==> src/rtl/div_arbiter.sv <==
// div_arbiter: two-requester front end for a shared iterative divider.
//
// Each requester presents {u, x, y} with a valid/ready handshake. One request
// is granted at a time; its operands are held on div_x/div_y/div_u while the
// divider runs. When the divider drops div_stall, the quotient and remainder
// are captured and returned on that requester's response port for one cycle.
// A zero divisor skips the divider: quot=ZERO_Q, rem=x, dz=1.
//
// Handshake: reqk_ready is high only in IDLE, only for the granted requester,
// and may depend combinationally on reqk_valid. A transfer happens on a rising
// clk edge where reqk_valid and reqk_ready are both high. respk_valid is a
// one-cycle pulse with no back-pressure; respk_quot/rem/dz hold until the
// next pulse on the same port.
//
// Ports:
//   clk, rst_n (async, active low), en (clock enable, forwarded to div_en)
//   req{0,1}_valid/_u/_x/_y in, req{0,1}_ready out
//   resp{0,1}_valid/_quot/_rem/_dz out
//   div_run/div_u/div_en/div_x/div_y out; div_stall/div_quot/div_rem in
//   busy out (high outside IDLE), dbg_state out (FSM state encoding)
//
// Configuration: define DIV_ARBITER_RR_EN for round-robin arbitration on
// ties; otherwise requester 0 has fixed priority.
module div_arbiter #(
  parameter logic [31:0] ZERO_Q = 32'hFFFFFFFF
) (
  input  logic        clk,
  input  logic        rst_n,
  input  logic        en,
  input  logic        req0_valid,
  input  logic        req0_u,
  input  logic [31:0] req0_x,
  input  logic [31:0] req0_y,
  output logic        req0_ready,
  input  logic        req1_valid,
  input  logic        req1_u,
  input  logic [31:0] req1_x,
  input  logic [31:0] req1_y,
  output logic        req1_ready,
  output logic        resp0_valid,
  output logic [31:0] resp0_quot,
  output logic [31:0] resp0_rem,
  output logic        resp0_dz,
  output logic        resp1_valid,
  output logic [31:0] resp1_quot,
  output logic [31:0] resp1_rem,
  output logic        resp1_dz,
  output logic        div_run,
  output logic        div_u,
  output logic        div_en,
  output logic [31:0] div_x,
  output logic [31:0] div_y,
  input  logic        div_stall,
  input  logic [31:0] div_quot,
  input  logic [31:0] div_rem,
  output logic        busy,
  output logic [1:0]  dbg_state
);

  typedef enum logic [1:0] {
    S_IDLE = 2'd0,
    S_RUN  = 2'd1,
    S_DONE = 2'd2,
    S_CLR  = 2'd3
  } state_t;

  state_t      state, state_nxt;
  logic        gnt_id, gnt_q;
  logic        accept;
  logic        sel_u;
  logic [31:0] sel_x, sel_y;
  logic        op_u;
  logic [31:0] op_x, op_y;

  // Result load bus shared by the zero-divisor path and the divider capture.
  logic        ld_en, ld_id, ld_dz;
  logic [31:0] ld_quot, ld_rem;

  // ---------------- arbitration ----------------
`ifdef DIV_ARBITER_RR_EN
  logic last_gnt;

  // On a tie, the requester not granted last wins.
  always_comb begin
    if (req0_valid && req1_valid) gnt_id = ~last_gnt;
    else                          gnt_id = req1_valid;
  end

  always_ff @(posedge clk or negedge rst_n) begin
    if (!rst_n)      last_gnt <= 1'b1;
    else if (accept) last_gnt <= gnt_id;
  end
`else
  // Requester 0 always wins when it is valid.
  assign gnt_id = ~req0_valid;
`endif

  assign accept = (state == S_IDLE) && (req0_valid || req1_valid);
  assign sel_u  = gnt_id ? req1_u : req0_u;
  assign sel_x  = gnt_id ? req1_x : req0_x;
  assign sel_y  = gnt_id ? req1_y : req0_y;

  // ---------------- FSM: state register ----------------
  always_ff @(posedge clk or negedge rst_n) begin
    if (!rst_n) state <= S_CLR;
    else        state <= state_nxt;
  end

  // ---------------- FSM: next state ----------------
  // CLR guarantees one enabled cycle with div_run low so the divider's
  // internal counter returns to zero before the next operation.
  always_comb begin
    state_nxt = state;
    case (state)
      S_IDLE: if (accept) state_nxt = (sel_y == 32'd0) ? S_DONE : S_RUN;
      S_RUN:  if (!div_stall) state_nxt = S_DONE;
      S_DONE: state_nxt = en ? S_IDLE : S_CLR;
      S_CLR:  if (en) state_nxt = S_IDLE;
      default: state_nxt = S_CLR;
    endcase
  end

  // ---------------- FSM: outputs ----------------
  always_comb begin
    req0_ready  = accept && !gnt_id;
    req1_ready  = accept &&  gnt_id;
    resp0_valid = (state == S_DONE) && !gnt_q;
    resp1_valid = (state == S_DONE) &&  gnt_q;
    div_run     = (state == S_RUN);
    busy        = (state != S_IDLE);
  end

  assign dbg_state = state;
  assign div_en    = en;
  assign div_u     = op_u;
  assign div_x     = op_x;
  assign div_y     = op_y;

  // ---------------- datapath ----------------
  always_comb begin
    ld_en   = 1'b0;
    ld_id   = gnt_q;
    ld_quot = div_quot;
    ld_rem  = div_rem;
    ld_dz   = 1'b0;
    if (accept && (sel_y == 32'd0)) begin
      ld_en   = 1'b1;
      ld_id   = gnt_id;
      ld_quot = ZERO_Q;
      ld_rem  = sel_x;
      ld_dz   = 1'b1;
    end else if ((state == S_RUN) && !div_stall) begin
      // Capture is independent of en: the divider signals completion itself.
      ld_en = 1'b1;
    end
  end

  always_ff @(posedge clk or negedge rst_n) begin
    if (!rst_n) begin
      op_u       <= 1'b0;
      op_x       <= 32'd0;
      op_y       <= 32'd0;
      gnt_q      <= 1'b0;
      resp0_quot <= 32'd0;
      resp0_rem  <= 32'd0;
      resp0_dz   <= 1'b0;
      resp1_quot <= 32'd0;
      resp1_rem  <= 32'd0;
      resp1_dz   <= 1'b0;
    end else begin
      if (accept) begin
        op_u  <= sel_u;
        op_x  <= sel_x;
        op_y  <= sel_y;
        gnt_q <= gnt_id;
      end
      if (ld_en && !ld_id) begin
        resp0_quot <= ld_quot;
        resp0_rem  <= ld_rem;
        resp0_dz   <= ld_dz;
      end
      if (ld_en && ld_id) begin
        resp1_quot <= ld_quot;
        resp1_rem  <= ld_rem;
        resp1_dz   <= ld_dz;
      end
    end
  end

endmodule

==> config.mk <==
export PLATFORM = sky130hd
export DESIGN_NAME = div_arbiter
export DESIGN_NICKNAME = d
export VERILOG_FILES = /design/src/rtl/div_arbiter.sv
export SDC_FILE = /design/constraint.sdc
export NUM_CORES = 1
export LEC_CHECK = 0
export CAP_MARGIN = 30
export CORE_MARGIN = 2
export CORE_UTILIZATION = 28
export DETAILED_ROUTE_END_ITERATION = 8
export GPL_TIMING_DRIVEN = 0
export PLACE_DENSITY = 0.56
export SLEW_MARGIN = 20
export SYNTH_ARGS = -nofsm -noshare
export SYNTH_HDL_FRONTEND = slang
export SYNTH_SLANG_ARGS = --single-unit
==> constraint.sdc <==
create_clock -name clk -period 3.3 [get_ports clk]
set_input_delay 0.99 -clock clk [delete_from_list [all_inputs] [get_ports clk]]
set_output_delay 0.99 -clock clk [all_outputs]
set_load 0.005 [all_outputs]
# ---- Word level (Yosys, flattened, before mapping)
# Index checks and enable logic that the tools add are counted.
dict set report classes {
  eq_ne 6
  mux 15
  bitwise_logic 1
  n_reduce_logical 17
}
# cell n
set op_table {}
lappend op_table {{$mux 32} 4}
lappend op_table {{$logic_not 32->1} 1}
lappend op_table {{$mux 2} 5}
lappend op_table {{$logic_and 1x1->1} 9}
lappend op_table {{$pmux 2 s4} 1}
lappend op_table {{$ne 2x2->1 const B} 3}
lappend op_table {{$mux 1} 5}
lappend op_table {{$eq 2x2->1 const B} 2}
lappend op_table {{$logic_not 1->1} 3}
lappend op_table {{$reduce_and 3->1} 1}
lappend op_table {{$eq 2x1->1 const B} 1}
lappend op_table {{$logic_not 2->1} 1}
lappend op_table {{$reduce_bool 2->1} 1}
lappend op_table {{$logic_or 1x1->1} 1}
lappend op_table {{$not 1->1} 1}
dict set report word_totals {
  reg_bits 198
  in_bits 200
  wordCells 50
}

# ---- Depth between registers and ports, before layout
# Gate-level depths: netlist (run 1).
dict set report logic_depth {
  word_depth 6
  mapped_depth 7
}

# ---- Least setup slack after synthesis (run 1)
# Ideal clock, no wire load.
dict set report synth_timing {
  kind {input to output}
  start {in req0_valid}
  end {out req1_ready}
  t_arrival_ns 1.992
  required_ns 2.310
  slack_ns 0.318
  path_stages 4
  n_path_buf 3
  cell_sequence {clkbuf_1 -> buf_2 -> buf_1 -> nor2_1}
}
dict set report synth_via {
  elab_chain_len 3
}
# element line_no
set synth_rtl {}
lappend synth_rtl {{start: declaration} 30} ;# input logic req0_valid,
lappend synth_rtl {{$logic_or 1x1->1} 98} ;# assign accept = (state == S_IDLE) && (req0_valid || req1_valid);
lappend synth_rtl {{$logic_and 1x1->1} 98}
lappend synth_rtl {{$logic_and 1x1->1 *} 126} ;# req1_ready = accept && gnt_id;
lappend synth_rtl {{end: declaration} 39} ;# output logic req1_ready,
# Every way passes the cells marked *; elsewhere a longest branch is shown, timed or not.

# ---- Worst setup path after layout (run 1)
dict set report layout_timing {
  start {in req0_valid}
  end {out req0_ready}
}
dict set report layout_via {
  elab_chain_len 3
}
# element line_no
set layout_rtl {}
lappend layout_rtl {{$logic_or 1x1->1} 98}
lappend layout_rtl {{$logic_and 1x1->1} 98}
lappend layout_rtl {{$logic_and 1x1->1 *} 125} ;# req0_ready = accept && !gnt_id;
lappend layout_rtl {{end: declaration} 34} ;# output logic req0_ready,
# Marked as above.

==> out/results.tsv, run 1 <==
stage	metric	value	unit
route	vias	8045	
power_and_ir_drop	power	11900	µW
setup_path	end_kind	primary output	
route	drc	0	
global_routing	first_global_vias	8403	
yosys	yosys-top-cells-area	dfrtp_1 57%, mux2i_1 7.5%, nor2_1 5.8%, nand2_1 4.5%, o21ai_0 3.8%	
timing	fmax	0.316	GHz
placed_design	dp_slack	-865	ps
yosys	synth_cell_type_count	34	
yosys	yosysMostFrequentCell	dfrtp_1	
yosys	synth_top_family_by_area	compound AO/OA/AOI/OAI gates	
timing	grt_setup_unrepaired	false	
floorplan	die-width	179	µm
route	ant_nets	0	
global_routing	antenna_found_initial	1	
setup_path	r2r_start	dbg_state[0]	
run_status	status	finished clean	
cts	cts_sinks	198	
cts	htreeDepth	4	
global_routing	grt_pass1_wl	52.7	mm
setup_path	worst-path-buf-inv	3	
global_routing	met1_usage	28.0	%
setup_path	rrSetupSlack	800	ps
power_and_ir_drop	power_density	864	nW/µm²
yosys	synthMuxAreaShare	7.51	%
yosys	synth_xor_area_share	0	%
cts	cts_hold_buf	0	
setup_path	cp.required	2310	ps
setup_path	slowest_delay	540	ps
floorplan	core_area	29800	µm²
route	drtPass1Iterations	4	
global_routing	met2_usage	37.7	%
yosys	ys_seq_elements	198	
layout	multi_input_area	3230	µm²
power_and_ir_drop	leakagePower	0.00577	µW
setup_path	timing.rr.end	resp0_rem[28]	
placed_design	io_buffer_count	402	
cts	cts_root_buf	clkbuf_16	
yosys	ys_seq_area_share	58.1	%
setup_path	cp_max_fo	6	
yosys	yosys-top-cells-count	196 x dfrtp_1, 132 x nor2_1, 103 x nand2_1, 65 x o21ai_0, 64 x mux2i_1	
cts	cts_buffer_depth	2	
yosys	ys.flop_type	dfrtp_1	
floorplan	initial_utilization	28.6	%
setup_path	worst_path_max_delay_cell	clkdlybuf4s50_1	
yosys	yosys.area_share.adder	0	%
timing	relSlewSlack	39.7	%
layout	regArea	4960	µm²
route	drt-initial-drc-count	427	
global_routing	grt_overflow	0	
setup_path	path_class	in -> out	
yosys	ys.warnings.count	0	
setup_path	ff2ff_path_depth	7	
global_routing	grtUsageMet3	6.48	%
timing	period_needed	3170	ps
yosys	synth_top_area_share	57.5	%
setup_path	critPathLaunch	req0_valid	
yosys	syn_nets	1032	
layout	fill_cells	2886	
cts	clk_pin_slew	90	ps
route	drt_wl_total	35.9	mm
timing	fin_skew	17.9	ps
placed_design	dpl.hpwl	27.6	mm
floorplan	io-pin-count	404	
yosys	synth_largest_area_cell	dfrtp_1	
route	via_per_inst	4.84	
setup_path	crit_arrival	2180	ps
global_routing	grt_max_degree	92	
layout	drive_gt1_share	5.51	%
floorplan	std_cell_rows	63	
yosys	synth-compound-area-share	16.8	%
yosys	synth_edf_count	0	
timing	drv_slew	0	
timing	worst_pin_slew	904	ps
run	max_cap_violations	0	
global_routing	track_usage	22.3	%
placed_design	place.gp.congestion	0.836	
timing	fin_crit_sh	96.0	%
power_and_ir_drop	ir_drop	0.373	mV
worst_hold_path	hold_class	in -> async	
global_routing	gr-max-usage-layer	met2	
floorplan	die_area	31900	µm²
timing	setup_viol	0	
cts	cts_tree	built	
yosys	syn_area	8530	µm²
timing	finalHoldViolations	0	
yosys	ys_async_sr_fraction	100	%
cts	numCtsBuffers	17	
yosys	syn_inst	832	
yosys	synthSimpleGateAreaFrac	12.9	%
yosys	syn_area_per_cell	10.3	µm²
cts	clk_latency	440	ps
setup_path	path_delay_family	buffers and inverters	
route	detail_route.wl_per_cell	21.6	µm
timing	finalWorstSetupSlack	131	ps
floorplan	die_h	179	µm
setup_path	start_kind	input pin	
setup_path	crit_chain	clkbuf_1 > nand2_1 > inv_1 > clkdlybuf4s50_1	
layout	syn_to_final_growth	61.9	%
layout	nNetsFinal	1458	
[worst reg2reg max path, delay by kind of cell (launching register included)]
kind                   cells  cell delay [ps]
AO/OA/AOI/OAI              2              420
AND/OR/NAND/NOR            2              370
flip-flops                 1              580
buffers and inverters      3              960
[kinds of logic after synthesis]
logic type             after synthesis
AND/OR/NAND/NOR                    270
flip-flops                         198
buffers and inverters              100
multiplexers                        64
AO/OA/AOI/OAI                      200
[what timing repair did]
action	4_1_cts	5_1_grt
setup buffers	3	0
pin swaps	2	1
endpoints found under the setup margin	71	56
resized for setup	11	8
[cells in the final DEF (no fill, tap or decap), drive strengths merged, types with 2 or more instances in the layout]
cell / n
o31ai: 2
a221oi: 32
inv: 43
buf: 27
nor3b: 2
mux2i: 64
diode: 2
a21oi: 34
nor2: 132
dfstp: 2
nand3: 2
nor3: 3
clkdlybuf4s50: 399
o221ai: 32
nand4: 3
nor2b: 3
o22a: 32
o21ai: 66
clkbuf: 62
nor4: 16
clkinv: 4
nand2: 103
dfrtp: 196
[flip-flops by register name (all words and copies together) (netlist names)]
name and cells:
div_x 32, div_y 32, resp0_quot 32, resp0_rem 32, resp1_quot 32, resp1_rem 32, dbg_state 2, div_u 1
gnt_q 1, resp0_dz 1, resp1_dz 1
[layer usage]
metal,routed length [µm],vias up
met5,0,-
met4,518,0
met3,2940,26
met2,17300,299
met1,15100,3957
li1,-,3763
[power breakdown]
group	internal, µW	leakage (µW)	switching [µW]
Sequential	3630	0.00232	677
Combinational	3170	0.00316	2280
Clock	1090	0.000289	1090
[worst max-delay path by stage]
stage | end | slack, ps | cells after the start
after detailed placement | req1_ready | -860 | 5
after CTS | resp0_rem[2] | 4 | 7
after global routing | resp1_rem[27] | 20 | 6
after global placement | div_x[17] | -7700 | 1
final | req0_ready | 130 | 4
after floorplan | req1_ready | 320 | 4
[final cells by class]
type                            count  area share (%)
Sequential cell                   198            35.9
Clock buffer                       18            3.11
Multi-Input combinational cell    534            23.4
Antenna cell                        2          0.0362
Inverter                           35           0.951
Timing Repair Buffer              409            30.0
Clock inverter                     13            1.18
Tap cell                          390            3.53
Buffer                             63            1.98
[through the flow]
stage | area (µm²) | utilization, % | hold WS (ps) | TNS (ps) | std cells
5_1_grt | 13800 | 46.4 | 415 | 0 | 1661
3_3_place_gp | 13000 | 43.8 | 461 | -1607820 | 1624
4_1_cts | 13800 | 46.3 | 413 | 0 | 1660
6_report | 13800 | 46.4 | 405 | 0 | 1662
2_1_floorplan | 8530 | - | 471 | 0 | 832
3_5_place_dp | 13100 | 44.1 | 468 | -48720 | 1628
(Power assumes the default switching activity.)
==> inputs of run 2 (changes only) <==
--- a/config.mk
+++ b/config.mk
@@ -8,6 +8,7 @@
 export CAP_MARGIN = 30
 export CORE_MARGIN = 2
 export CORE_UTILIZATION = 28
+export CTS_BUF_LIST = sky130_fd_sc_hd__clkbuf_16
 export DETAILED_ROUTE_END_ITERATION = 8
 export GPL_TIMING_DRIVEN = 0
 export PLACE_DENSITY = 0.56
==> run 2 against run 1 <==
  * Utilization unchanged
  * Via count stayed put
  * Total power about the same
  * Sequential share of layout area unchanged
  * Combinational power about the same
  * Cell area did not move
  * Setup slack did not move
  * First-iteration DRC count is the same
  * Clock power barely moved
  * Clock-buffer cell count shrank 1
  * Critical endpoint unchanged
  * Largest power group unchanged
  * Highest routed layer unchanged
==> out/results.tsv, run 2 (synthesis gave the netlist of run 1 again) <==
stage	metric	value	unit
run	max_cap_violations	0	
layout	nNetsFinal	1458	
setup_path	crit_arrival	2180	ps
global_routing	track_usage	22.3	%
floorplan	initial_utilization	28.6	%
timing	holdWs	405	ps
placed_design	io_buffer_count	402	
global_routing	grt_pass1_wl	52.7	mm
setup_path	crit_chain	clkbuf_1 > nand2_1 > inv_1 > clkdlybuf4s50_1	
floorplan	die-width	179	µm
cts	numCtsBuffers	17	
power_and_ir_drop	power	11900	µW
route	ant_nets	0	
cts	clk_pin_slew	90	ps
layout	multi_input_area	3230	µm²
placed_design	dpl.hpwl	27.6	mm
setup_path	end_kind	primary output	
floorplan	std_cell_rows	63	
layout	layout_common_cells	399 x clkdlybuf4s50_1, 196 x dfrtp_1, 132 x nor2_1	
global_routing	grt_max_degree	92	
floorplan	die_h	179	µm
timing	drv_slew	0	
timing	worst_pin_slew	904	ps
power_and_ir_drop	power_density	864	nW/µm²
route	detail_route.wl_per_cell	21.6	µm
route	drt_wl_total	35.9	mm
timing	fin_crit_sh	96.0	%
placed_design	place.gp.congestion	0.836	
setup_path	cp_max_fo	6	
route	via_per_inst	4.84	
timing	finalWorstSetupSlack	131	ps
run_status	status	finished clean	
setup_path	timing.rr.end	resp0_rem[28]	
route	drt-initial-drc-count	427	
layout	drive_gt1_share	5.51	%
power_and_ir_drop	ir_drop	0.373	mV
floorplan	die_area	31900	µm²
global_routing	grt_overflow	0	
timing	relSlewSlack	39.7	%
setup_path	ff2ff_path_depth	7	
setup_path	slowest_delay	540	ps
layout	regArea	4960	µm²
power_and_ir_drop	leakagePower	0.00577	µW
timing	setup_viol	0	
cts	cts_buffer_depth	2	
cts	clk_latency	440	ps
cts	cts_sinks	198	
setup_path	path_class	in -> out	
floorplan	core_area	29800	µm²
setup_path	rrSetupSlack	800	ps
setup_path	r2r_start	dbg_state[0]	
timing	grt_setup_unrepaired	false	
setup_path	worst_path_max_delay_cell	clkdlybuf4s50_1	
layout	utilization	46.4	%
route	drtPass1Iterations	4	
worst_hold_path	hold_class	in -> async	
setup_path	start_kind	input pin	
layout	fill_cells	2886	
cts	htreeDepth	4	
cts	cts_root_buf	clkbuf_16	
layout	final_common_cell	clkdlybuf4s50_1	
cts	cts_hold_buf	0	
route	drc	0	
timing	finalHoldViolations	0	
floorplan	io-pin-count	404	
placed_design	dp_slack	-865	ps
timing	fin_skew	17.9	ps
layout	syn_to_final_growth	61.9	%
timing	period_needed	3170	ps
global_routing	first_global_vias	8403	
timing	fmax	0.316	GHz
global_routing	antenna_found_initial	1	
route	vias	8045	
cts	cts_tree	built	
setup_path	cp.required	2310	ps
## run 2: cell count changes in the layout (fill, tap and decap cells not counted)
cell | before | now
clkbuf_1 | 41 | 40
inv_1 | 35 | 36
## run 2: critical path: cells and delay by family
family        cells  cell delay (ps)
simple gates      1              230
buf+inv           3              950
## run 2: repair_timing
| item | CTS | global route |
|---|---|---|
| pin swaps | 2 | 1 |
| resized for setup | 11 | 8 |
| endpoints found under the setup margin | 71 | 56 |
| buffers inserted | 3 | 0 |
## run 2: worst max-delay path by stage
stage	startpoint	to	slack (ps)	depth (start not counted)
floorplan	req0_valid	req1_ready	320	4
global placement	rst_n	div_x[17]	-7700	1
detailed placement	req1_valid	req1_ready	-860	5
CTS	req0_y[27]	resp0_rem[2]	4	7
global route	req1_y[16]	resp1_rem[27]	20	6
finish	req0_valid	req0_ready	130	4
## run 2: power breakdown
| part | switching [µW] | internal [µW] |
|---|---|---|
| sequential | 677 | 3630 |
| clock | 1090 | 1080 |
| combinational | 2280 | 3170 |
| total | 4050 | 7880 |
## run 2: metal layers
metal	part of all wire [%]	up-vias	routed length [µm]	global-route usage (%)
met1	42	3957	15200	28.0
met4	1.4	0	518	5.22
met2	48	299	17300	37.7
met5	0	-	0	0
met3	8.2	26	2940	6.48
li1	-	3763	-	-
## run 2: cell type report
class                           instances  area share (%)
Tap cell                              390            3.53
Antenna cell                            2          0.0362
Multi-Input combinational cell        534            23.4
Buffer                                 63            1.98
Inverter                               35           0.951
Sequential cell                       198            35.9
Clock buffer                           17            3.08
Clock inverter                         14            1.20
Timing Repair Buffer                  409            30.0
## run 2: metrics by stage
| step | setup TNS (ps) | cells | area [µm²] |
|---|---|---|---|
| floorplan | 0 | 832 | 8530 |
| global placement | -1607820 | 1624 | 13000 |
| detailed placement | -48720 | 1628 | 13100 |
| CTS | 0 | 1660 | 13800 |
| global route | 0 | 1661 | 13800 |
| finish | 0 | 1662 | 13800 |
==> inputs of run 3 (changes only) <==
--- a/config.mk
+++ b/config.mk
@@ -6,7 +6,6 @@
 export NUM_CORES = 1
 export LEC_CHECK = 0
 export CAP_MARGIN = 30
-export CORE_MARGIN = 2
 export CORE_UTILIZATION = 28
 export CTS_BUF_LIST = sky130_fd_sc_hd__clkbuf_16
 export DETAILED_ROUTE_END_ITERATION = 8
==> constraint.sdc (replaced) <==
create_clock -name clk -period 3.3 [get_ports clk]
set_input_delay 0.66 -clock clk [delete_from_list [all_inputs] [get_ports clk]]
set_output_delay 0.66 -clock clk [all_outputs]
set_load 0.005 [all_outputs]
==> run 3 against run 2 <==
  * Sequential power about the same
  * Cell area down 0.71%
  * Die area down 2.2%
  * Final cell count down 0.12%
  * Total power down 1.3%
  * Sequential cell count unchanged
  * Fmax up 1.3%
  * Wire length down 1.8%
  * Clock skew up 3.8 ps
  * Combinational power down 0.9%
  * Utilization down 0.33 points
==> out/results.tsv, run 3 (synthesis gave the netlist of run 1 again) <==
stage	metric	value	unit
timing	fin_crit_sh	94.8	%
cts	numCtsBuffers	17	
cts	cts_buffer_depth	2	
layout	regArea	4960	µm²
layout	fill_cells	2927	
setup_path	path_class	in -> out	
placed_design	io_buffer_count	402	
power_and_ir_drop	ir_drop	0.372	mV
route	detail_route.wl_per_cell	21.2	µm
timing	grt_setup_unrepaired	false	
setup_path	crit_arrival	2470	ps
floorplan	die_area	31200	µm²
layout	syn_to_final_growth	60.7	%
run_status	status	finished clean	
route	drc	0	
power_and_ir_drop	power_density	858	nW/µm²
floorplan	die-width	177	µm
floorplan	io-pin-count	404	
route	drt-initial-drc-count	391	
cts	cts_sinks	198	
run	max_cap_violations	0	
route	drt_wl_total	35.3	mm
timing	fin_skew	21.7	ps
timing	finalHoldViolations	0	
route	ant_nets	0	
floorplan	core_area	29800	µm²
timing	drv_slew	0	
power_and_ir_drop	leakagePower	0.00572	µW
timing	holdWs	163	ps
power_and_ir_drop	power	11800	µW
global_routing	grt_overflow	0	
cts	clk_latency	430	ps
layout	final_common_cell	clkdlybuf4s50_1	
cts	clk_pin_slew	80	ps
placed_design	place.gp.congestion	0.859	
route	vias	8107	
setup_path	cp_max_fo	10	
floorplan	initial_utilization	28.6	%
global_routing	grt_pass1_wl	52.8	mm
cts	cts_root_buf	clkbuf_16	
timing	relSlewSlack	40.2	%
timing	fin_tns_setup	0	ps
placed_design	dpl.hpwl	27.3	mm
global_routing	track_usage	22.7	%
layout	drive_gt1_share	5.04	%
route	drtPass1Iterations	4	
timing	worst_pin_slew	897	ps
cts	htreeDepth	4	
setup_path	end_kind	primary output	
layout	nNetsFinal	1458	
layout	antennaDiodeCount	0	
global_routing	grt_max_degree	72	
layout	utilization	46.0	%
cts	cts_tree	built	
floorplan	die_h	177	µm
timing	fmax	0.320	GHz
setup_path	cp.required	2640	ps
global_routing	first_global_vias	8450	
layout	layout_common_cells	401 x clkdlybuf4s50_1, 196 x dfrtp_1, 131 x nor2_1	
worst_hold_path	hold_class	in -> async	
timing	setup_viol	0	
timing	period_needed	3130	ps
layout	multi_input_area	3200	µm²
setup_path	start_kind	input pin	
route	via_per_inst	4.88	
floorplan	std_cell_rows	63	
global_routing	antenna_found_initial	2	
==> run 3: cell count changes in the layout (fill, tap and decap cells not counted), moves of 2 or more <==
cell | previous run | this run
clkbuf_1 | 40 | 44
clkbuf_2 | 3 | 1
clkdlybuf4s50_1 | 399 | 401
clkinv_8 | 3 | 1
diode_2 | 2 | 0
inv_8 | 2 | 4
==> run 3: final timing paths <==
check	depth (start not counted)	slack [ps]	endpoint	startpoint
hold reg to reg	2	480	div_y[0]	div_y[0]
min in group clk	2	480	div_y[0]	div_y[0]
setup reg to reg	7	540	resp0_rem[30]	dbg_state[0]
setup / recovery	5	170	req1_ready	req1_valid
hold / removal	1	160	resp0_quot[10]	rst_n
max in group asynchronous	3	1990	dbg_state[0]	rst_n
==> run 3: layer usage <==
| metal | routed length [µm] | GRT usage [%] |
|---|---|---|
| met1 | 14900 | 28.4 |
| met2 | 17000 | 38.1 |
| met3 | 2790 | 6.87 |
| met4 | 551 | 5.71 |
| met5 | 26 | 0 |
==> run 3: critical path, stage by stage <==
cell and delay [ps]:
clkdlybuf4s50_1 450, o21ai_2 360, clkbuf_2 350, nor2_1 120, clkdlybuf4s50_1 520
==> run 3: layout make-up <==
type	count	share of cell area, %
flip-flops and latches	198	36.1
inverters	35	0.958
well taps	390	3.56
plain buffers	64	1.92
clock inverters	14	0.976
clock buffers	17	3.10
repair buffers	408	30.0
multi-input cells	534	23.3
==> run 3: what timing repair did <==
item / in CTS / in global routing
hold buffers: 0 / 0
cloned: 0 / 0
pin swaps: 0 / 1
setup endpoints to repair: 1 / 11
buffers inserted: 0 / 2
resized for setup: 2 / 1
==> run 3: power breakdown <==
group	switching, µW	internal, µW
Combinational	2260	3150
Sequential	681	3630
Clock	1060	1000
==> run 3: per-stage QoR <==
| stage | cell area (µm²) | std cells | setup WS [ps] |
|---|---|---|---|
| 2_1_floorplan | 8530 | 832 | 978 |
| 3_3_place_gp | 13000 | 1624 | -7360 |
| 3_5_place_dp | 13100 | 1628 | -366 |
| 4_1_cts | 13700 | 1658 | 3.07 |
| 5_1_grt | 13700 | 1660 | 48.0 |
| 6_report | 13700 | 1660 | 172 |
